<file path="config.mk">
export PLATFORM = sky130hd
export DESIGN_NAME = dsp_mac_sequencer
export DESIGN_NICKNAME = d
export VERILOG_FILES = /design/src/rtl/dsp_mac_sequencer.sv
export SDC_FILE = /design/constraint.sdc
export NUM_CORES = 1
export LEC_CHECK = 0
export CAP_MARGIN = 20
export CORE_MARGIN = 3
export CORE_UTILIZATION = 39
export CTS_BUF_LIST = sky130_fd_sc_hd__clkbuf_8
export DETAILED_ROUTE_END_ITERATION = 10
export GPL_ROUTABILITY_DRIVEN = 0
export PLACE_DENSITY = 0.9
export SLEW_MARGIN = 30
export SYNTH_ARGS = -nofsm -noshare
export SYNTH_HDL_FRONTEND = slang
export SYNTH_SLANG_ARGS = --single-unit
</file>
<file path="constraint.sdc">
create_clock -name CLK -period 2.1 [get_ports CLK]
set_input_delay 0.42 -clock CLK [delete_from_list [all_inputs] [get_ports CLK]]
set_output_delay 0.42 -clock CLK [all_outputs]
set_load 0.005 [all_outputs]
</file>
<file path="src/rtl/dsp_mac_sequencer.sv">
`default_nettype none
// ============================================================================
// Module : dsp_mac_sequencer
// Brief  : Streams LEN operand pairs into a DSP48A1 slice as a dot-product MAC
//          and captures the accumulated P as RESULT.
// Rev    : 1.0  initial release
// ============================================================================
module dsp_mac_sequencer #(
  parameter int         LEN_W     = 16,
  parameter int         MAC_LAT   = 3,
  parameter logic [7:0] OPM_FIRST = 8'h01,
  parameter logic [7:0] OPM_ACC   = 8'h09
) (
  input  logic             CLK,
  input  logic             RST,
  input  logic             START,
  input  logic [LEN_W-1:0] LEN,
  input  logic [17:0]      IN_A,
  input  logic [17:0]      IN_B,
  input  logic             IN_VALID,
  output logic             IN_READY,
  input  logic [47:0]      P_IN,
  output logic [17:0]      DSP_A,
  output logic [17:0]      DSP_B,
  output logic [7:0]       DSP_OPMODE,
  output logic             DSP_CEA,
  output logic             DSP_CEB,
  output logic             DSP_CEM,
  output logic             DSP_CEOPMODE,
  output logic             DSP_CEP,
  output logic [47:0]      RESULT,
  output logic             RESULT_VALID,
  output logic             BUSY
);

  localparam logic [LEN_W-1:0] C_ONE = {{(LEN_W-1){1'b0}}, 1'b1};

  typedef enum logic [1:0] {
    S_IDLE  = 2'd0,
    S_RUN   = 2'd1,
    S_DRAIN = 2'd2,
    S_DONE  = 2'd3
  } state_t;

  state_t             state_q, state_d;
  logic [LEN_W-1:0]   cnt_q, cnt_d;
  logic               first_pend_q, first_pend_d;
  logic [MAC_LAT:1]   tag_v_q, tag_v_d;
  logic [7:0]         opm_q, opm_d;
  logic [47:0]        result_q, result_d;
  logic               result_valid_q, result_valid_d;

  logic               w_accept;
  logic               w_first0;
  logic               w_first_at;
  logic [MAC_LAT:0]   w_stage_v;
  logic               w_drain_done;

  // The first flag only matters up to the stage that selects OPMODE.
  if (MAC_LAT > 2) begin : g_first_pipe
    logic [MAC_LAT-2:1] tag_f_q;
    logic [MAC_LAT-2:0] w_f_chain;
    assign w_f_chain  = {tag_f_q, w_first0};
    assign w_first_at = w_f_chain[MAC_LAT-2];
    always_ff @(posedge CLK) begin
      if (RST) tag_f_q <= '0;
      else     tag_f_q <= w_f_chain[MAC_LAT-3:0];
    end
  end else begin : g_first_direct
    assign w_first_at = w_first0;
  end

  always_comb begin
    w_accept     = IN_VALID && (state_q == S_RUN);
    w_first0     = w_accept && first_pend_q;
    w_stage_v    = {tag_v_q, w_accept};
    w_drain_done = tag_v_q[MAC_LAT] && !(|w_stage_v[MAC_LAT-1:0]);
    tag_v_d      = w_stage_v[MAC_LAT-1:0];

    opm_d = opm_q;
    if (w_stage_v[MAC_LAT-2]) opm_d = w_first_at ? OPM_FIRST : OPM_ACC;

    state_d        = state_q;
    cnt_d          = cnt_q;
    first_pend_d   = first_pend_q;
    result_d       = result_q;
    result_valid_d = 1'b0;

    case (state_q)
      S_IDLE: begin
        if (START) begin
          if (LEN != '0) begin
            state_d      = S_RUN;
            cnt_d        = LEN;
            first_pend_d = 1'b1;
          end else begin
            state_d        = S_DONE;
            result_d       = '0;
            result_valid_d = 1'b1;
          end
        end
      end
      S_RUN: begin
        if (w_accept) begin
          cnt_d        = cnt_q - C_ONE;
          first_pend_d = 1'b0;
          if (cnt_q == C_ONE) state_d = S_DRAIN;
        end
      end
      S_DRAIN: begin
        // No accepts happen here, so the oldest-only tag left is the last sample.
        if (w_drain_done) begin
          result_d       = P_IN;
          result_valid_d = 1'b1;
          state_d        = S_DONE;
        end
      end
      S_DONE:  state_d = S_IDLE;
      default: state_d = S_IDLE;
    endcase
  end

  always_ff @(posedge CLK) begin
    if (RST) begin
      state_q        <= S_IDLE;
      cnt_q          <= '0;
      first_pend_q   <= 1'b0;
      tag_v_q        <= '0;
      opm_q          <= 8'h00;
      result_q       <= '0;
      result_valid_q <= 1'b0;
    end else begin
      state_q        <= state_d;
      cnt_q          <= cnt_d;
      first_pend_q   <= first_pend_d;
      tag_v_q        <= tag_v_d;
      opm_q          <= opm_d;
      result_q       <= result_d;
      result_valid_q <= result_valid_d;
    end
  end

  assign IN_READY     = (state_q == S_RUN);
  assign BUSY         = (state_q != S_IDLE);
  assign DSP_A        = IN_A;
  assign DSP_B        = IN_B;
  assign DSP_CEA      = w_accept;
  assign DSP_CEB      = w_accept;
  assign DSP_CEM      = 1'b1;
  assign DSP_CEOPMODE = 1'b1;
  assign DSP_CEP      = w_stage_v[MAC_LAT-1];
  assign DSP_OPMODE   = opm_d;
  assign RESULT       = result_q;
  assign RESULT_VALID = result_valid_q;

endmodule
`default_nettype wire
</file>
# Word-level counts from Yosys, hierarchy flattened

Index checks and enable logic that the tools add are counted.

Register bits after elaboration: 80
Bits of input ports: 104
Output and inout bits: 100
Word-level logic and storage cells: 56

Add/subtract/negate cells: 1
Eq/ne operators: 10
Mux-type cells: 24
Reduce and logical (&&, ||, !) cells: 13

Operator list:

| operator                                                             | count |
|---|---|
| 48-bit two-way mux                                                   | 3 |
| 48-bit case mux with 2 select lines                                  | 1 |
| 16-bit two-way mux                                                   | 3 |
| 16-bit case mux with 2 select lines                                  | 1 |
| 16-bit by 1-bit == test with 1-bit output, second input constant     | 1 |
| 16-bit nonzero test                                                  | 1 |
| 16-bit by 1-bit subtractor with 16-bit output, second input constant | 1 |
| 4-bit AND reduction                                                  | 3 |
| 2-bit two-way mux                                                    | 5 |
| 8-bit two-way mux                                                    | 1 |
| 2-bit != test, second input constant                                 | 4 |
| 2-bit case mux with 4 select lines                                   | 1 |
| 1-bit two-way mux                                                    | 6 |
| 2-bit nonzero test                                                   | 3 |
| 2-bit == test, second input constant                                 | 2 |
| 4-bit two-way mux                                                    | 1 |
| 2-bit by 1-bit != test with 1-bit output, second input constant      | 2 |
| 1-bit case mux with 2 select lines                                   | 2 |
| 1-bit logical AND                                                    | 3 |
| 3-bit OR reduction                                                   | 1 |
| 2-bit by 1-bit == test with 1-bit output, second input constant      | 1 |
| 2-bit zero test                                                      | 1 |
| 1-bit zero test                                                      | 1 |

# Logic depth before layout (Yosys ltp)

Gate-level depths: netlist of run 1.

Depth after elaboration: 7
Depth in mapped cells: 10
Mapped depth without buffers: 7

# Worst setup path after synthesis of run 1

Ideal clock, no wire load.

Path kind: reg-to-reg
From: reg state_q[1]
To: reg result_q[0], in the netlist RESULT[0]
Library setup time: 0.117 ns
Data arrival time: 1.879 ns
Required time: 1.983 ns
Slack: 0.104 ns
Stages on the path, launching flop included: 10
Buffers on the path: 3
Period minus slack after synthesis: 1.996 ns
Cells stage by stage: dfxtp_1 inv_1 ha_1 buf_2 and2_1 o41ai_2 a21oi_1 buf_2 buf_2 a22o_1

Longest elaborated chain between the ends: 7
Elaborated cells between the ends (all ways): 13
Those cells by class: eq/ne: 5; mux: 1; reduce/logical: 7

RTL lines:

| element                                  | line | text |
|---|---|---|
| start, declared                          | 45   | `state_t state_q, state_d;` |
| start signal, assigned                   | 133  | `state_q <= state_d;` |
| 2-bit by 1-bit == test with 1-bit output | -    |  |
| named net IN_READY                       | 21   | `output logic IN_READY,` |
| 1-bit logical AND                        | 74   | `w_accept = IN_VALID && (state_q == S_RUN);` |
| named net DSP_CEA                        | 26   | `output logic DSP_CEA,` |
| 3-bit OR reduction                       | 77   | `w_drain_done = tag_v_q[MAC_LAT] && !(\|w_stage_v[MAC_LAT-1:0]);` |
| 1-bit zero test                          | 77   |  |
| 1-bit logical AND                        | 77   |  |
| 2-bit != test (no source line)           | -    |  |
| 4-bit AND reduction (no source line)     | -    |  |
| end signal, assigned                     | 138  | `result_q <= result_d;` |
| end, declared                            | 50   | `logic [47:0] result_q, result_d;` |

The timed path passes the listed nets, and every way through them passes these cells.
A chain may end at the register's enable or synchronous reset.

# Worst setup path in the final report of run 1

From: in LEN[11]
To: reg result_q[10], in the netlist RESULT[10]

Longest elaborated chain between the ends: 3

RTL lines:

| element                              | line | text |
|---|---|---|
| start, declared                      | 17   | `input logic [LEN_W-1:0] LEN,` |
| 16-bit nonzero test                  | 92   | `if (LEN != '0) begin` |
| 2-bit != test (no source line)       | -    |  |
| 4-bit AND reduction (no source line) | -    |  |

No other way between the ends.

==> run metrics, run 1 <==
post-synth top area share=0.449; #FFs+latches synth=80; status=complete, no violations; Die Width=102 um; DRC viols=0; gr ovfl total=0; Worst EP required=2.34 ns; n_diodes=0; Routed WL=9810 um; number of global-route vias before repair=3,100; CP Max Fanout=27; WS Path Type=in2reg; FP Rows=34; DR iter-0 viols=182; Num Clock Sinks=80; Final min period=2.03 ns; actual slew at the worst max-slew pin=0.508 ns; HPWL Detailed=7000 um; Area growth syn-to-layout=45.7%; startpoint types=input pin; Critical Path Sink Type=flip-flop; worst path cell trace=clkdlybuf4s50_1, nor4_4, nand4_1, o31ai_2, buf_4, a21oi_4, buf_12, a22o_1; largest net degree at the start of global routing=44; die area=0.0103 mm2; core footprint=0.00881 mm2; Reg clk slew, reported paths=0.09 ns; starting density of the core=0.405; Mapped Cells=368; clk_lat worst skew=0.35 ns; final clock skew=0.00964 ns; slew margin rel.=0.658; first-pass GRT wire length=14,900 um; cell area after synthesis=0.00356 mm2; Final ANT Viol Nets=0; Unique masters post-synth=48; largest cells by area after synthesis=dfxtp_1 45%, a22o_1 12%, buf_4 9.5%, a21oi_1 3.7%, nor2b_1 3.2%; PD cells=1130 mW/mm2; Arr. time, crit path=2.27 ns; 1st-pass router iterations=4; CTS HTree Levels=3; Vias=3,150; io pins=204; max cap viols=0; Synth area leader=dfxtp_1; type of the worst min-delay path=in2reg; Avg Vias per Cell=5.33; # fillers=745; routed length per instance=16.6 um; max-slew violation count=0; Worst IR Drop VDD=0.775 mV; PortBufs=129; Top delay family on crit path=buffers and inverters; Area after DPL=0.00485 mm2; FF+latch area=0.00160 mm2; Final Hold Vio Count=0; period utilization=0.966; worst hold slack=0.475 ns; clk buf depth=2; share of cells above drive strength 1=0.149; Core Util, Final=0.590; Post-synth EDFFs=0; post-layout instance area=0.00519 mm2; number of antenna violations at the first check in global routing=0; CTS tree=done; leakage=0.00211 uW; Buf+Inv Stages, Crit Path=3; die height=102 um; syn_area_per_cell=9.68 um2; Synth async-reset ratio=0; GRT Util Overall=0.180; Slowest cell on crit path=clkdlybuf4s50_1; root buf cell=clkbuf_8; synth warn=0; ys flop type=dfxtp_1; sequential fraction of the synthesis area=0.449; f_max=493 MHz; area of the multi-input gates=0.00160 mm2; final setup fails=0; fin nets=588; worst stage delay on the critical path=0.47 ns; total CTS buffers=9
==> metal layers <==
metal  part of all wire  wire length (um)  GRT usage  vias to the layer above
li1                   -                 -          -                     1513
met1               0.41              4010      0.219                     1489
met2               0.50              4870      0.302                      127
met3              0.075               735     0.0461                       21
met4              0.020               199     0.0726                        0
met5                  0                 0          0                        -
==> path summary, 6_finish.rpt <==
check        slack, ns      start    endpoint  cells after the start
max               0.07    LEN[11]  RESULT[10]                      8
min               0.47     LEN[5]    cnt_q[5]                      3
max reg2reg       0.11   cnt_q[1]    cnt_q[8]                      6
min reg2reg       0.48  cnt_q[15]   cnt_q[15]                      2
==> layout make-up <==
class	count	area share
timing repair buffer	160	0.314
inverter	9	0.00651
clock inverter	7	0.0118
multi-input combinational	218	0.309
sequential	80	0.309
clock buffer	9	0.0239
tap	108	0.0260
==> what timing repair did <==
| action | 4_1_cts | 5_1_grt |
|---|---|---|
| resized for setup | 13 | 22 |
| pin swaps | 0 | 6 |
| buffers inserted | 1 | 1 |
| gates cloned | 0 | 1 |
| hold buffers | 0 | 0 |
| endpoints found under the setup margin | 52 | 62 |
==> synthesized netlist by cell type (2+ instances only) <==
| cell | n |
|---|---|
| nand4_1 | 2 |
| or3_2 | 2 |
| a21oi_1 | 26 |
| mux2i_1 | 5 |
| o21ai_0 | 6 |
| clkbuf_1 | 7 |
| buf_4 | 45 |
| inv_1 | 8 |
| nand2b_1 | 12 |
| nand3_1 | 6 |
| nor4_1 | 7 |
| a211oi_1 | 3 |
| nor3_1 | 7 |
| a311oi_1 | 3 |
| dfxtp_1 | 80 |
| a22o_1 | 48 |
| nor2_1 | 13 |
| o32ai_1 | 10 |
| nor2b_1 | 18 |
| a2bb2oi_1 | 2 |
| buf_2 | 9 |
| nand2_1 | 16 |
| ha_1 | 6 |
| and2_1 | 3 |
==> cells by family after synthesis <==
logic type	count (synthesis)	share of synthesized area
xor+xnor	1	0.00246
simple gates	95	0.151
compound gates	108	0.230
flops	80	0.449
mux	6	0.0172
buf+inv	71	0.127
fa+ha+maj	6	0.0211
other cells	1	0.00105
==> worst reg2reg max path: stages (launching register included) <==
cell and delay [ns]:
dfxtp_1 0.34, inv_1 0.11, ha_1 0.25, or3b_4 0.45, or3_2 0.43, a21oi_1 0.18
o32ai_1 0.11
==> sequential cells by signal (all words and copies together), names as in the netlist <==
| signal | count |
|---|---|
| opm_q | 8 |
| tag_v_q | 3 |
| first_pend_q | 1 |
| cnt_q | 16 |
| RESULT | 48 |
| state_q | 2 |
| g_first_pipe.tag_f_q | 1 |
| RESULT_VALID | 1 |
==> where the power goes <==
| group | internal (uW) | switching (uW) |
|---|---|---|
| logic | 1340 | 1460 |
| registers | 1780 | 220 |
| clock network | 452 | 623 |
| total | 3570 | 2310 |
==> placed cells by master, fill, tap and decap left out, types with 10 or more instances in the layout <==
cell type	n
dlymetal6s2s_1	16
a21oi_1	25
clkdlybuf4s50_1	113
o32ai_1	10
nor2_1	12
a22o_1	48
buf_4	26
nand2b_1	12
nor2b_1	18
dfxtp_1	78
nand2_1	16
==> through the flow <==
stage                     worst slack [ns]  total power [uW]  TNS [ns]  std cells
after floorplan                      0.104              3720         0        369
after global placement              -0.531              4530    -29.32        572
after detailed placement            -0.561              4630    -30.86        572
after CTS                          0.00696              5780         0        589
after global routing             -0.000956              6280  -0.00283        591
final                               0.0724              5880         0        591
No activity file was read; power rests on OpenSTA's default activity.
==> run 2, diff against run 1 <==
PLACE_DENSITY = unset   (was 0.9)
PLACE_DENSITY_LB_ADDON = 0.2   (was unset)
==> run 2 against run 1 <==
Against the previous run:
- fmax decreased by 1.0%
- sequential power about the same
- final cell count increased by 2.2%
- largest power group unchanged
- first-iteration DRC count decreased by 35%
- combinational power increased by 6%
- hold slack got worse by 0.043 ns
- clock-buffer cell count increased by 1
- final area increased by 2.8%
- sequential cell count unchanged
- non-clock buffer count increased by 13
- critical endpoint is now RESULT[39]
- global-route usage increased by 0.24 points
- highest routed layer unchanged
==> run metrics, run 2 (synthesized netlist as in run 1, its figures left out) <==
status=complete, no violations; share of cells above drive strength 1=0.169 (+0.0203); largest net degree at the start of global routing=29 (-34%); f_max=488 MHz (-1.0%); PD cells=1160 mW/mm2 (+2.2%); Routed WL=9680 um (-1.4%); Num Clock Sinks=80 (unchanged); # fillers=761 (+2.1%); final setup fails=0 (unchanged); FP Rows=34 (unchanged); gr ovfl total=0 (unchanged); Vias=3,133 (-0.54%); first-pass GRT wire length=15,100 um (+1.5%); number of antenna violations at the first check in global routing=0 (unchanged); HPWL Detailed=6800 um (-2.9%); DR iter-0 viols=118 (-35%); n_diodes=0 (unchanged); Hold Buf Count CTS=0 (unchanged); Slowest cell on crit path=nor4_1; Core Util, Final=0.606 (+0.0166); hold path startpoint=LEN[3]; io pins=204 (unchanged); CP Max Fanout=13 (-52%); period utilization=0.975 (+0.00992); max cap viols=0 (unchanged); root buf cell=clkbuf_8; routed length per instance=16.0 um (-3.5%); number of global-route vias before repair=2,987 (-3.6%); core footprint=0.00881 mm2 (unchanged); worst slack, placed=-0.545 ns (+0.0159 ns); startpoint types=input pin; Worst IR Drop VDD=0.718 mV (-7.3%); starting density of the core=0.405 (unchanged); clk_lat worst skew=0.35 ns (about the same); Reg clk slew, reported paths=0.09 ns (about the same); Area growth syn-to-layout=49.8%; CTS tree=done; total CTS buffers=9 (unchanged); FF+latch area=0.00161 mm2 (about the same); die area=0.0103 mm2 (unchanged); Avg Vias per Cell=5.19 (-2.7%); Worst EP required=2.34 ns (about the same); clk buf depth=2 (unchanged); PortBufs=129 (unchanged); final worst setup slack=0.0516 ns (-0.0208 ns); fin nets=601 (+2.2%); 1st-pass router iterations=4 (unchanged); Final ANT Viol Nets=0 (unchanged); Die Width=102 um (unchanged); Final Hold Vio Count=0 (unchanged); Final min period=2.05 ns (+0.0208 ns); Arr. time, crit path=2.29 ns (+0.02 ns); most frequent cells in the layout=113 x clkdlybuf4s50_1, 77 x dfxtp_1, 48 x a22o_1; reg-to-reg endpoint=RESULT[39]; Worst Reg-to-Reg Cells=10 (+4); GRT Util Overall=0.182 (+0.00242); WS Path Type=in2reg; worst stage delay on the critical path=0.27 ns (-0.20 ns); Critical Path Sink Type=flip-flop; area of the multi-input gates=0.00157 mm2 (-1.7%); r2r startpoint=state_q[0]; Worst R2R Setup Slack=0.08 ns (-0.03 ns); type of the worst min-delay path=in2reg; Largest register FFs=48 (unchanged); CTS HTree Levels=3 (unchanged); cell count of the worst hold path=3 (unchanged); worst path cell trace=dlygate4sd2_1, nor4_1, buf_4, nand4_1, o31ai_1, buf_4, a21oi_4, buf_12, buf_12, a22o_1; hold endpoint=cnt_q[3]; max-slew violation count=0 (unchanged); DRC viols=0 (unchanged); final clock skew=0.0123 ns (+0.00270 ns); unrepaired setup endpoints after global routing=true; leakage=0.00209 uW (-0.66%); die height=102 um (unchanged); commonest non-fill, non-tap cell in the layout=clkdlybuf4s50_1
run 2: cell count changes in the layout (fill, tap and decap cells not counted), moves of 4 or more:
cell	before	now
dlymetal6s2s_1	16	2
dlygate4sd2_1	0	11
buf_4	26	32
buf_12	4	8
run 2: layer usage:
layer  share of wire  GRT usage  vias up
met4           0.014     0.0562        0
met3           0.070     0.0448       19
li1                -          -     1542
met5               0          0        -
met2            0.49      0.294      134
met1            0.43      0.241     1438
run 2: cell type report:
type,instances,share of cell area
timing repair buffer,173,0.333
multi-input combinational,218,0.295
inverter,9,0.00633
clock buffer,10,0.0258
tap,108,0.0253
clock inverter,6,0.0141
sequential,80,0.301
run 2: worst max path at each step:
stage | from | end | cells past startpoint
floorplan | state_q[1] | RESULT[0] | 9
detailed placement | LEN[2] | RESULT[20] | 9
finish | LEN[8] | RESULT[39] | 10
global route | state_q[1] | cnt_q[13] | 10
global placement | LEN[3] | RESULT[38] | 9
CTS | LEN[14] | RESULT[28] | 10
run 2: worst max-delay path, delay by kind of cell:
| family | cells | cell delay, ns |
|---|---|---|
| simple gates | 2 | 0.43 |
| compound gates | 3 | 0.57 |
| buf+inv | 5 | 0.86 |
run 2: stage by stage:
step | cell area (um2) | cells | power (uW) | setup TNS [ns] | hold slack [ns]
3_5_place_dp | 4910 | 578 | 4680 | -31.01 | 0.459
2_1_floorplan | 3570 | 369 | 3720 | 0 | 0.431
5_1_grt | 5340 | 604 | 6590 | -0.139 | 0.431
4_1_cts | 5290 | 601 | 6130 | 0 | 0.481
3_3_place_gp | 4910 | 578 | 4640 | -29.33 | 0.459
6_report | 5340 | 604 | 6180 | 0 | 0.432
run 2: report_power, final:
group          switching [uW]  internal [uW]
logic                    1460           1500
clock network             607            601
registers                 227           1780
run 2: repair_timing:
| action | 4_1_cts | 5_1_grt |
|---|---|---|
| endpoints found under the setup margin | 55 | 57 |
| buffers inserted | 4 | 3 |
| pin swaps | 7 | 10 |
| resized for setup | 29 | 12 |
| gates cloned | 3 | 0 |
==> run 3, diff against run 2 <==
CORE_UTILIZATION = 30   (was 39)
GPL_ROUTABILITY_DRIVEN = unset   (was 0)
==> run 3 against run 2 <==
Against the previous run:
- combinational power decreased by 3%
- sequential cell count unchanged
- sequential power about the same
- via count increased by 0.99%
- non-clock buffer count increased by 2
- global-route usage decreased by 3.1 points
- utilization decreased by 14 points
- setup slack got worse by 0.0044 ns
- wire length increased by 5.0%
- highest routed layer unchanged
==> run metrics, run 3 (synthesized netlist as in run 1, its figures left out) <==
Worst IR Drop VDD=0.873 mV (+22%); clk_lat worst skew=0.34 ns (about the same); CTS HTree Levels=3 (unchanged); grt met1 use=0.205 (-0.0362); Clk pwr share=0.204 (+0.009); die area=0.0132 mm2 (+28%); Num Clock Sinks=80 (unchanged); final clock skew=0.00806 ns (-0.00428 ns); max cap viols=0 (unchanged); Critical Path Sink Type=output pin; Arr. time, crit path=1.63 ns (-0.66 ns); Final Hold Vio Count=0 (unchanged); die height=115 um (+13%); Core Util, Final=0.469 (-0.137); n_diodes=0 (unchanged); fin nets=603 (+0.33%); Final ANT Viol Nets=0 (unchanged); gr ovfl total=0 (unchanged); total CTS buffers=9 (unchanged); post-layout instance area=0.00540 mm2 (+1.2%); number of antenna violations at the first check in global routing=0 (unchanged); first-pass GRT wire length=16,000 um (+5.8%); HPWL Detailed=7090 um (+4.3%); starting density of the core=0.309 (-0.0952); Worst EP required=1.68 ns (-0.66 ns); Int Pwr=3880 uW (-0.22%); Area after DPL=0.00497 mm2 (+1.2%); gp weighted congestion=0.854; f_max=487 MHz (-0.21%); Avg Vias per Cell=4.94 (-4.7%); 1st-pass router iterations=4 (unchanged); DR iter-0 viols=253 (+110%); final setup fails=0 (unchanged); Reg clk slew, reported paths=0.08 ns (about the same); leakage=0.00211 uW (+0.60%); Die Width=115 um (+13%); root buf cell=clkbuf_8; max-slew violation count=0 (unchanged); WS Path Type=reg2out; startpoint types=flip-flop; share of cells above drive strength 1=0.169 (-0.000341); CP Max Fanout=4 (-9); GR Layer Usage met3=0.0332 (-0.0116); largest net degree at the start of global routing=37 (+28%); unrepaired setup endpoints after global routing=true; Area growth syn-to-layout=51.6%; routed length per instance=15.9 um (-0.90%); Largest register FFs=48 (unchanged); clk buf depth=2 (unchanged); CTS tree=done; PD cells=1130 mW/mm2 (-2.1%); M2 GR Usage=0.234 (-0.0596); Sw Pwr=2250 uW (-2.1%); status=complete, no violations; Final min period=2.05 ns (+0.00437 ns); Vias=3,164 (+0.99%); sw frac=0.367 (-0.00447); type of the worst min-delay path=reg2reg; Comb pwr share=0.469 (-0.010); number of global-route vias before repair=3,115 (+4.3%); DRC viols=0 (unchanged); Flop pwr share=0.327 (+0.002); io pins=204 (unchanged); most frequent cells in the layout=114 x clkdlybuf4s50_1, 77 x dfxtp_1, 48 x a22o_1; Routed WL=10,200 um (+5.0%); commonest non-fill, non-tap cell in the layout=clkdlybuf4s50_1; GR peak layer=met2; PortBufs=129 (unchanged); FP Rows=39 (+15%); core footprint=0.0115 mm2 (+31%); period utilization=0.978 (+0.00208); GRT Util Overall=0.151 (-0.0314)
[run 3: changes by cell type in the layout (fill, tap and decap cells not counted), sizes merged, moves of 2 or more]
cell / previous run / this run
dlygate4sd2: 11 / 14
clkdlybuf4s15: 2 / 0
clkbuf: 11 / 9
inv: 11 / 9
[run 3: layout make-up]
cell class	count	area [um2]
sequential	80	1610
clock buffer	9	124
inverter	9	33.8
tap	143	179
timing repair buffer	175	1770
clock inverter	6	92.6
multi-input combinational	218	1600
fill	1089	6110
[run 3: repair_timing]
item,in CTS,in global routing
pin swaps,7,1
endpoints found under the setup margin,53,53
hold buffers,0,0
resized for setup,31,3
gates cloned,3,0
buffers inserted,4,1
[run 3: critical path, cell delays in order (launching register included)]
cell and delay, ns:
dfxtp_2 0.35, inv_2 0.09, ha_4 0.16, and2_4 0.19
clkdlybuf4s50_1 0.52
[run 3: final timing paths]
check                  start          to  slack [ns]  depth (start not counted)
setup / recovery  state_q[1]     DSP_CEB        0.05                          4
hold / removal    RESULT[42]  RESULT[42]        0.48                          1
setup reg to reg  state_q[0]  RESULT[40]        0.10                          9
hold reg to reg   RESULT[42]  RESULT[42]        0.48                          1
[run 3: through the flow]
stage          instances  hold WS [ns]  TNS [ns]  total power, uW  setup WS [ns]
4_1_cts              639         0.487         0             6160         0.0145
6_report             640         0.483         0             6120         0.0472
2_1_floorplan        369         0.431         0             3720          0.104
3_3_place_gp         617         0.460    -28.58             4680         -0.504
3_5_place_dp         617         0.463    -30.33             4720         -0.532
5_1_grt              640         0.495    -0.616             6560        -0.0262
[run 3: power by group through the flow]
stage                     Combinational (uW)  Clock (uW)  Sequential, uW
final                                   2870        1250            2000
after CTS                               2860        1300            2000
after global placement                  2670           0            2010
after detailed placement                2700           0            2020
after global routing                    3170        1350            2040
after floorplan                         1740           0            1980
[run 3: per-layer routing]
layer	routed length, um	part of all wire
met4	171	0.017
met2	4670	0.46
met5	0	0
met1	4720	0.46
met3	601	0.059
